--- src/rtl/ix_window_gen.sv ---
// ix_window_gen: streaming window generator feeding the Ix derivative stage.
// Buffers the last side-1 image rows and presents every complete
// side x (side+2) neighbourhood of a raster-order pixel stream as a flat
// word array, with val/rdy handshakes on both sides and frame wrap-around.
module ix_window_gen #(
  parameter int side  = 3,
  parameter int IMG_W = 32,
  parameter int IMG_H = 32
) (
  input  logic        clk,
  input  logic        reset,
  input  logic [31:0] in_msg,
  input  logic        in_val,
  output logic        in_rdy,
  output logic [31:0] image_out [side*(side+2)],
  output logic        out_val,
  input  logic        out_rdy,
  output logic        out_last
);

  localparam int WIN_W = side + 2;
  localparam int NWORD = side * WIN_W;
  localparam int CW    = (IMG_W > 1) ? $clog2(IMG_W) : 1;
  localparam int RW    = (IMG_H > 1) ? $clog2(IMG_H) : 1;

  localparam logic [CW-1:0] COL_MAX  = CW'(IMG_W - 1);
  localparam logic [RW-1:0] ROW_MAX  = RW'(IMG_H - 1);
  localparam logic [CW-1:0] COL_GATE = CW'(side + 1);
  localparam logic [RW-1:0] ROW_GATE = RW'(side - 1);

  logic [CW-1:0] col;
  logic [RW-1:0] row;

  // linebuf[0] holds the previous row, linebuf[side-2] the oldest buffered row.
  logic [31:0] linebuf  [side-1][IMG_W];
  logic [31:0] win      [side][WIN_W];
  logic [31:0] next_win [side][WIN_W];
  logic [31:0] col_vec  [side];

  logic accept;
  logic complete;
  logic frame_end;

  // A pixel may enter only when no unconsumed window would be overwritten.
  assign in_rdy    = !out_val || out_rdy;
  assign accept    = in_val && in_rdy;
  assign complete  = accept && (row >= ROW_GATE) && (col >= COL_GATE);
  assign frame_end = (row == ROW_MAX) && (col == COL_MAX);

  // Column entering the window: buffered rows oldest on top, live pixel at the bottom.
  always_comb begin
    // NOTE: every element gets an assignment on every pass, so no latch is inferred.
    for (int i = 0; i < side - 1; i++) begin
      col_vec[i] = linebuf[side-2-i][col];
    end
    col_vec[side-1] = in_msg;
  end

  // Window contents after the current pixel: shift left, new column on the right.
  always_comb begin
    for (int i = 0; i < side; i++) begin
      for (int j = 0; j < WIN_W - 1; j++) begin
        next_win[i][j] = win[i][j+1];
      end
      next_win[i][WIN_W-1] = col_vec[i];
    end
  end

  // Raster position of the next pixel to be accepted; wraps at frame end.
  always_ff @(posedge clk) begin
    // NOTE: non-blocking assignments keep every register sampling pre-edge values.
    if (reset) begin
      col <= '0;
      row <= '0;
    end else if (accept) begin
      if (col == COL_MAX) begin
        col <= '0;
        row <= (row == ROW_MAX) ? '0 : row + 1'b1;
      end else begin
        col <= col + 1'b1;
      end
    end
  end

  // Line buffers shift up one row at the current column only.
  always_ff @(posedge clk) begin
    // NOTE: storage arrays are deliberately unreset; the row/column gates hide stale data.
    if (accept) begin
      linebuf[0][col] <= in_msg;
      for (int k = 1; k < side - 1; k++) begin
        linebuf[k][col] <= linebuf[k-1][col];
      end
    end
  end

  // Sliding window register advances on every accepted pixel.
  always_ff @(posedge clk) begin
    if (accept) begin
      win <= next_win;
    end
  end

  // Output register: load on a completed window, clear valid once consumed.
  always_ff @(posedge clk) begin
    if (reset) begin
      out_val  <= 1'b0;
      out_last <= 1'b0;
      for (int n = 0; n < NWORD; n++) begin
        image_out[n] <= '0;
      end
    end else if (complete) begin
      out_val  <= 1'b1;
      out_last <= frame_end;
      for (int i = 0; i < side; i++) begin
        for (int j = 0; j < WIN_W; j++) begin
          image_out[j + i*WIN_W] <= next_win[i][j];
        end
      end
    end else if (out_val && out_rdy) begin
      out_val  <= 1'b0;
      out_last <= 1'b0;
    end
  end

endmodule

--- config.mk ---
export PLATFORM = sky130hd
export DESIGN_NAME = ix_window_gen
export DESIGN_NICKNAME = d
export VERILOG_FILES = /design/src/rtl/ix_window_gen.sv
export SDC_FILE = /design/constraint.sdc
export NUM_CORES = 2
export LEC_CHECK = 0
export CORE_ASPECT_RATIO = 1.1
export CORE_UTILIZATION = 60
export DETAILED_ROUTE_END_ITERATION = 16
export GPL_ROUTABILITY_DRIVEN = 0
export GPL_TIMING_DRIVEN = 0
export PLACE_DENSITY = 0.79
export REMOVE_ABC_BUFFERS = 1
export SLEW_MARGIN = 20
export SYNTH_ARGS = -nofsm -noshare
export SYNTH_HDL_FRONTEND = slang
export SYNTH_SLANG_ARGS = --single-unit
--- constraint.sdc ---
create_clock -name clk -period 24.1 [get_ports clk]
set_clock_uncertainty 0.05 [all_clocks]
set_input_delay 2.41 -clock clk [delete_from_list [all_inputs] [get_ports clk]]
set_output_delay 2.41 -clock clk [all_outputs]
set_load 0.02 [all_outputs]
* After elaboration in Yosys (flattened, before gate mapping)
Memory sizes are Yosys's and may differ from the RTL's. Cells that the tools add are included.
Word-level totals: logic and storage cells 66, output and inout bits 483, memories 1, register bits after elaboration 876, bits in writable memories 2048
Memory list:
- linebuf | words 2, bits a word 1024, rd ports 2, clocked after memory_dff 0, wr ports 2, line 35 | logic [31:0] linebuf [side-1][IMG_W];
Cells by class: muxes and demuxes 15, reduce and logical (&&, ||, !) cells 10, equality and inequality tests 2, $lt $le $gt $ge 4, bitwise gates (word level) 1, $add $sub $neg 2
Operators by type and width (count):
- $mux W1024 | 1
- $bmux W32 S5 | 2
- $demux W32 S5 | 1
- $mux W32 | 5
- $add A5 B1 Y5 const B | 2
- $eq A5 B5 Y1 const B | 2
- $mux W5 | 2
- $ge A6 B6 Y1 const B | 1
- $logic_and A1 B1 Y1 | 6
- $lt A6 B1 Y1 const B | 1
- $not A5 Y6 | 1
- $ge A5 B2 Y1 const B | 1
- $ge A5 B3 Y1 const B | 1
- $mux W1 | 4
- $reduce_and A2 Y1 | 1
- $reduce_bool A2 Y1 | 1
- $logic_not A1 Y1 | 1
- $logic_or A1 B1 Y1 | 1

* Logic depth before layout (Yosys ltp)
word-level depth 6, depth in mapped cells 9, gate-level depth less buffers 6

* Worst setup path before layout
OpenSTA, ideal clock, no wires.
kind input -> register, start in out_rdy, end mem linebuf[0][1184] (netlist name), enable pin, path slack 6.723 ns, arrival time 16.763 ns, cell stages on the path 6, cell sequence nand2b_1 -> buf_2 -> nand2_1 -> inv_1 -> nand2_1 -> nor3_1
RTL lines:
- start, declared | line 17 | input logic out_rdy,
- end, declared | line 35

* Worst setup path after layout
start in out_rdy, end out in_rdy
Between the ends: cells in the longest elaborated chain, start to end 1
Ends and longest elaborated chain:
- $logic_or A1 B1 Y1 | line 45 | assign in_rdy = !out_val || out_rdy;
- end, declared | line 14 | output logic in_rdy,
Every way passes these cells.

==> flow_results.xml <==
<?xml version="1.0" encoding="UTF-8"?>
<metrics>
  <group name="placed_design">
    <metric name="dp_hpwl" unit="mm">170</metric>
    <metric name="io_buffers" unit="">518</metric>
    <metric name="place.detailed.instances" unit="">9259</metric>
  </group>
  <group name="worst_setup_path">
    <metric name="timing.critical_path.required" unit="ps">21640</metric>
    <metric name="cp-start-kind" unit="">input port</metric>
    <metric name="timing.critical_path.arrival" unit="ps">3960</metric>
    <metric name="crit_type" unit="">input port to output pin</metric>
    <metric name="largest_fanout_on_the_critical_path" unit="">8</metric>
    <metric name="setup.worst_path.end_class" unit="">output pin</metric>
  </group>
  <group name="drt">
    <metric name="antenna_violating_nets_left" unit="">0</metric>
    <metric name="detail_route.wl_per_cell" unit="µm">28.5</metric>
    <metric name="drtIter0Drc" unit="">7895</metric>
    <metric name="vias" unit="">62700</metric>
    <metric name="firstDrtPassIters" unit="">6</metric>
    <metric name="detailed_route_wire_length" unit="mm">279</metric>
    <metric name="vias_per_cell" unit="">6.42</metric>
    <metric name="post-route-drc-count" unit="">0</metric>
  </group>
  <group name="cts">
    <metric name="hold_buffers" unit="">0</metric>
    <metric name="cts.clk_slew.worst_paths" unit="ps">70</metric>
    <metric name="cts.repair.resized" unit="">0</metric>
    <metric name="tritoncts" unit="">done</metric>
    <metric name="cts-buffers-inserted" unit="">291</metric>
    <metric name="postCtsSetupRepairBufs" unit="">0</metric>
    <metric name="clk_latency" unit="ps">940</metric>
    <metric name="cts.path.max_buffers" unit="">4</metric>
    <metric name="deepest_level_of_the_cts_h_tree" unit="">5</metric>
    <metric name="cts.sinks" unit="">2924</metric>
    <metric name="cts-root-buf" unit="">clkbuf_16</metric>
  </group>
  <group name="run">
    <metric name="max_cap_violations" unit="">0</metric>
  </group>
  <group name="logic_synthesis">
    <metric name="synth.top_cells.by_area" unit="">edfxtp_1 69%, mux2i_1 9.7%, dfxtp_1 9.3%, nand2_1 3.2%, o22ai_1 3.0%</metric>
    <metric name="synth.ff_latch_count" unit="">2924</metric>
    <metric name="synthesis.area" unit="mm²">0.106</metric>
    <metric name="netlist_instances" unit="">6548</metric>
    <metric name="synth_top_cell_area_share" unit="%">68.8</metric>
    <metric name="syn_area_per_cell" unit="µm²">16.2</metric>
    <metric name="post_synth_num_cell_types" unit="">38</metric>
    <metric name="ys.warnings.count" unit="">0</metric>
    <metric name="synth_top_cell_by_area" unit="">edfxtp_1</metric>
    <metric name="sequential_to_total_area_share_from_yosys_stat" unit="%">78.1</metric>
  </group>
  <group name="timing">
    <metric name="report.final.setup_viol" unit="">0</metric>
    <metric name="slew_limit_fails" unit="">0</metric>
    <metric name="timing.final.crit_period" unit="ps">6420</metric>
    <metric name="clock.fmax" unit="GHz">0.156</metric>
    <metric name="period_share" unit="%">26.7</metric>
    <metric name="tightest_slew" unit="ps">1220</metric>
    <metric name="setup_tns_final" unit="ps">0</metric>
    <metric name="hold_violations" unit="">0</metric>
    <metric name="max-slew-margin-rel" unit="%">17.7</metric>
    <metric name="rsz0062_at_grt" unit="">no</metric>
  </group>
  <group name="floorplan">
    <metric name="design.die.area" unit="mm²">0.179</metric>
    <metric name="placement_rows" unit="">161</metric>
    <metric name="num_io_pins" unit="">519</metric>
    <metric name="initial_util" unit="%">60.6</metric>
    <metric name="die_w" unit="µm">403</metric>
    <metric name="floorplan.die.height" unit="µm">443</metric>
    <metric name="core" unit="mm²">0.175</metric>
  </group>
  <group name="global_routing">
    <metric name="antenna_violations_before_repair" unit="">3</metric>
    <metric name="grt_pass1_wl" unit="mm">401</metric>
    <metric name="grt_max_degree" unit="">116</metric>
    <metric name="grtUsageTotal" unit="%">30.8</metric>
    <metric name="grt_overflow" unit="">0</metric>
    <metric name="grt_pass1_vias" unit="">61800</metric>
  </group>
  <group name="finish">
    <metric name="count_of_filler_cells_inserted_in_the_layout" unit="">10000</metric>
    <metric name="final_nets" unit="">7314</metric>
    <metric name="instances_no_fill" unit="">9770</metric>
    <metric name="mostFrequentLayoutCells" unit="">2432 x edfxtp_1, 1024 x mux2i_1, 905 x nand2_1</metric>
    <metric name="layout.cells.most_common" unit="">edfxtp_1</metric>
    <metric name="ratio_of_cells_with_drive_above_1_in_the_final_layout" unit="%">10.7</metric>
    <metric name="syn_to_final_growth" unit="%">20.1</metric>
  </group>
  <group name="power">
    <metric name="leak_pwr" unit="nW">40.0</metric>
    <metric name="vdd_ir_drop_max" unit="mV">0.0589</metric>
    <metric name="totalPowerFinal" unit="mW">10.4</metric>
    <metric name="power_density" unit="mW/mm²">81.3</metric>
  </group>
  <group name="worst_hold_path">
    <metric name="worst_hold_path_type" unit="">flip-flop to flip-flop</metric>
  </group>
  <group name="run_status">
    <metric name="status" unit="">finished clean</metric>
  </group>
</metrics>
area by class of cell:
| class | instances | area (µm²) | share of cell area [%] |
|---|---|---|---|
| flip-flops and latches | 2924 | 82900 | 65.0 |
| multi-input cells | 3221 | 21600 | 17.0 |
| repair buffers | 828 | 10900 | 8.59 |
| clock buffers | 402 | 8230 | 6.45 |
| well taps | 2282 | 2860 | 2.24 |
| clock inverters | 108 | 886 | 0.695 |
| inverters | 4 | 22.5 | 0.0177 |
| diodes | 1 | 2.50 | 0.00196 |
metal layers:
metal,track usage (%),share of wire (%),up-vias
met5,0,0,-
met4,13.8,4.7,0
met3,6.45,12,893
met2,48.6,47,4152
met1,41.5,36,31100
li1,-,-,26600
power breakdown:
part	switching (mW)	internal (mW)
clock network	1.84	2.52
logic	0.261	0.111
registers	0.0329	5.60
total	2.14	8.23
worst paths after layout:
| path | start | end | slack [ps] | cells after the start |
|---|---|---|---|---|
| setup / recovery | out_rdy | in_rdy | 17680 | 3 |
| hold / removal | next_win[428] | next_win[460] | 370 | 0 |
| setup reg to reg | col[1] | linebuf[0][1309] | 19490 | 9 |
| hold reg to reg | next_win[428] | next_win[460] | 370 | 0 |
worst max-delay path, stage by stage:
cell	delay (ps)
clkdlybuf4s50_1	470
nand2b_1	390
clkdlybuf4s50_1	700
flip-flops by register name (all words and copies together) (netlist names):
name,flops
col,5
image_out,480
linebuf,2048
next_win,384
out_last,1
out_val,1
row,5
logic make-up (layout without fill, tap and decap cells):
kind of cell / after synthesis / in the layout / synth area share, %
flip-flops: 2924 / 2924 / 78.1
AND/OR/NAND/NOR: 1178 / 1178 / 4.64
multiplexers: 1024 / 1024 / 9.66
AO/OA/AOI/OAI: 1011 / 1011 / 5.64
buffers and inverters: 403 / 1342 / 1.88
adder cells (fa/ha/maj): 8 / 8 / 0.0943
other: 0 / 1 / 0
metrics by stage:
step           hold slack, ps  utilization, %  setup slack (ps)  cell area, µm²
4_1_cts                   369            72.8             17660          128000
6_report                  375            72.7             17680          127000
5_1_grt                   373            72.7             17600          127000
3_3_place_gp              377            64.0            -35960          112000
3_5_place_dp              381            67.6             17140          118000
2_1_floorplan             376               -            -17630          104000
cell usage after synthesis (all sizes together):
master	instances
nand3	7
nor4	128
nor2	93
nand2	911
inv	4
o22ai	512
or3b	2
nand4bb	6
edfxtp	2432
nand2b	1
a31oi	2
buf	272
nor3b	2
nand3b	3
o21ai	3
nand4b	4
dfxtp	492
and3	3
ha	8
nor3	4
a311oi	64
or4b	5
mux2i	1024
o2111ai	1
or3	3
o2111a	1
or4	4
or2	1
a211oi	2
clkbuf	127
a21oi	426
nand4	1
No activity file was read; power rests on OpenSTA's default activity.
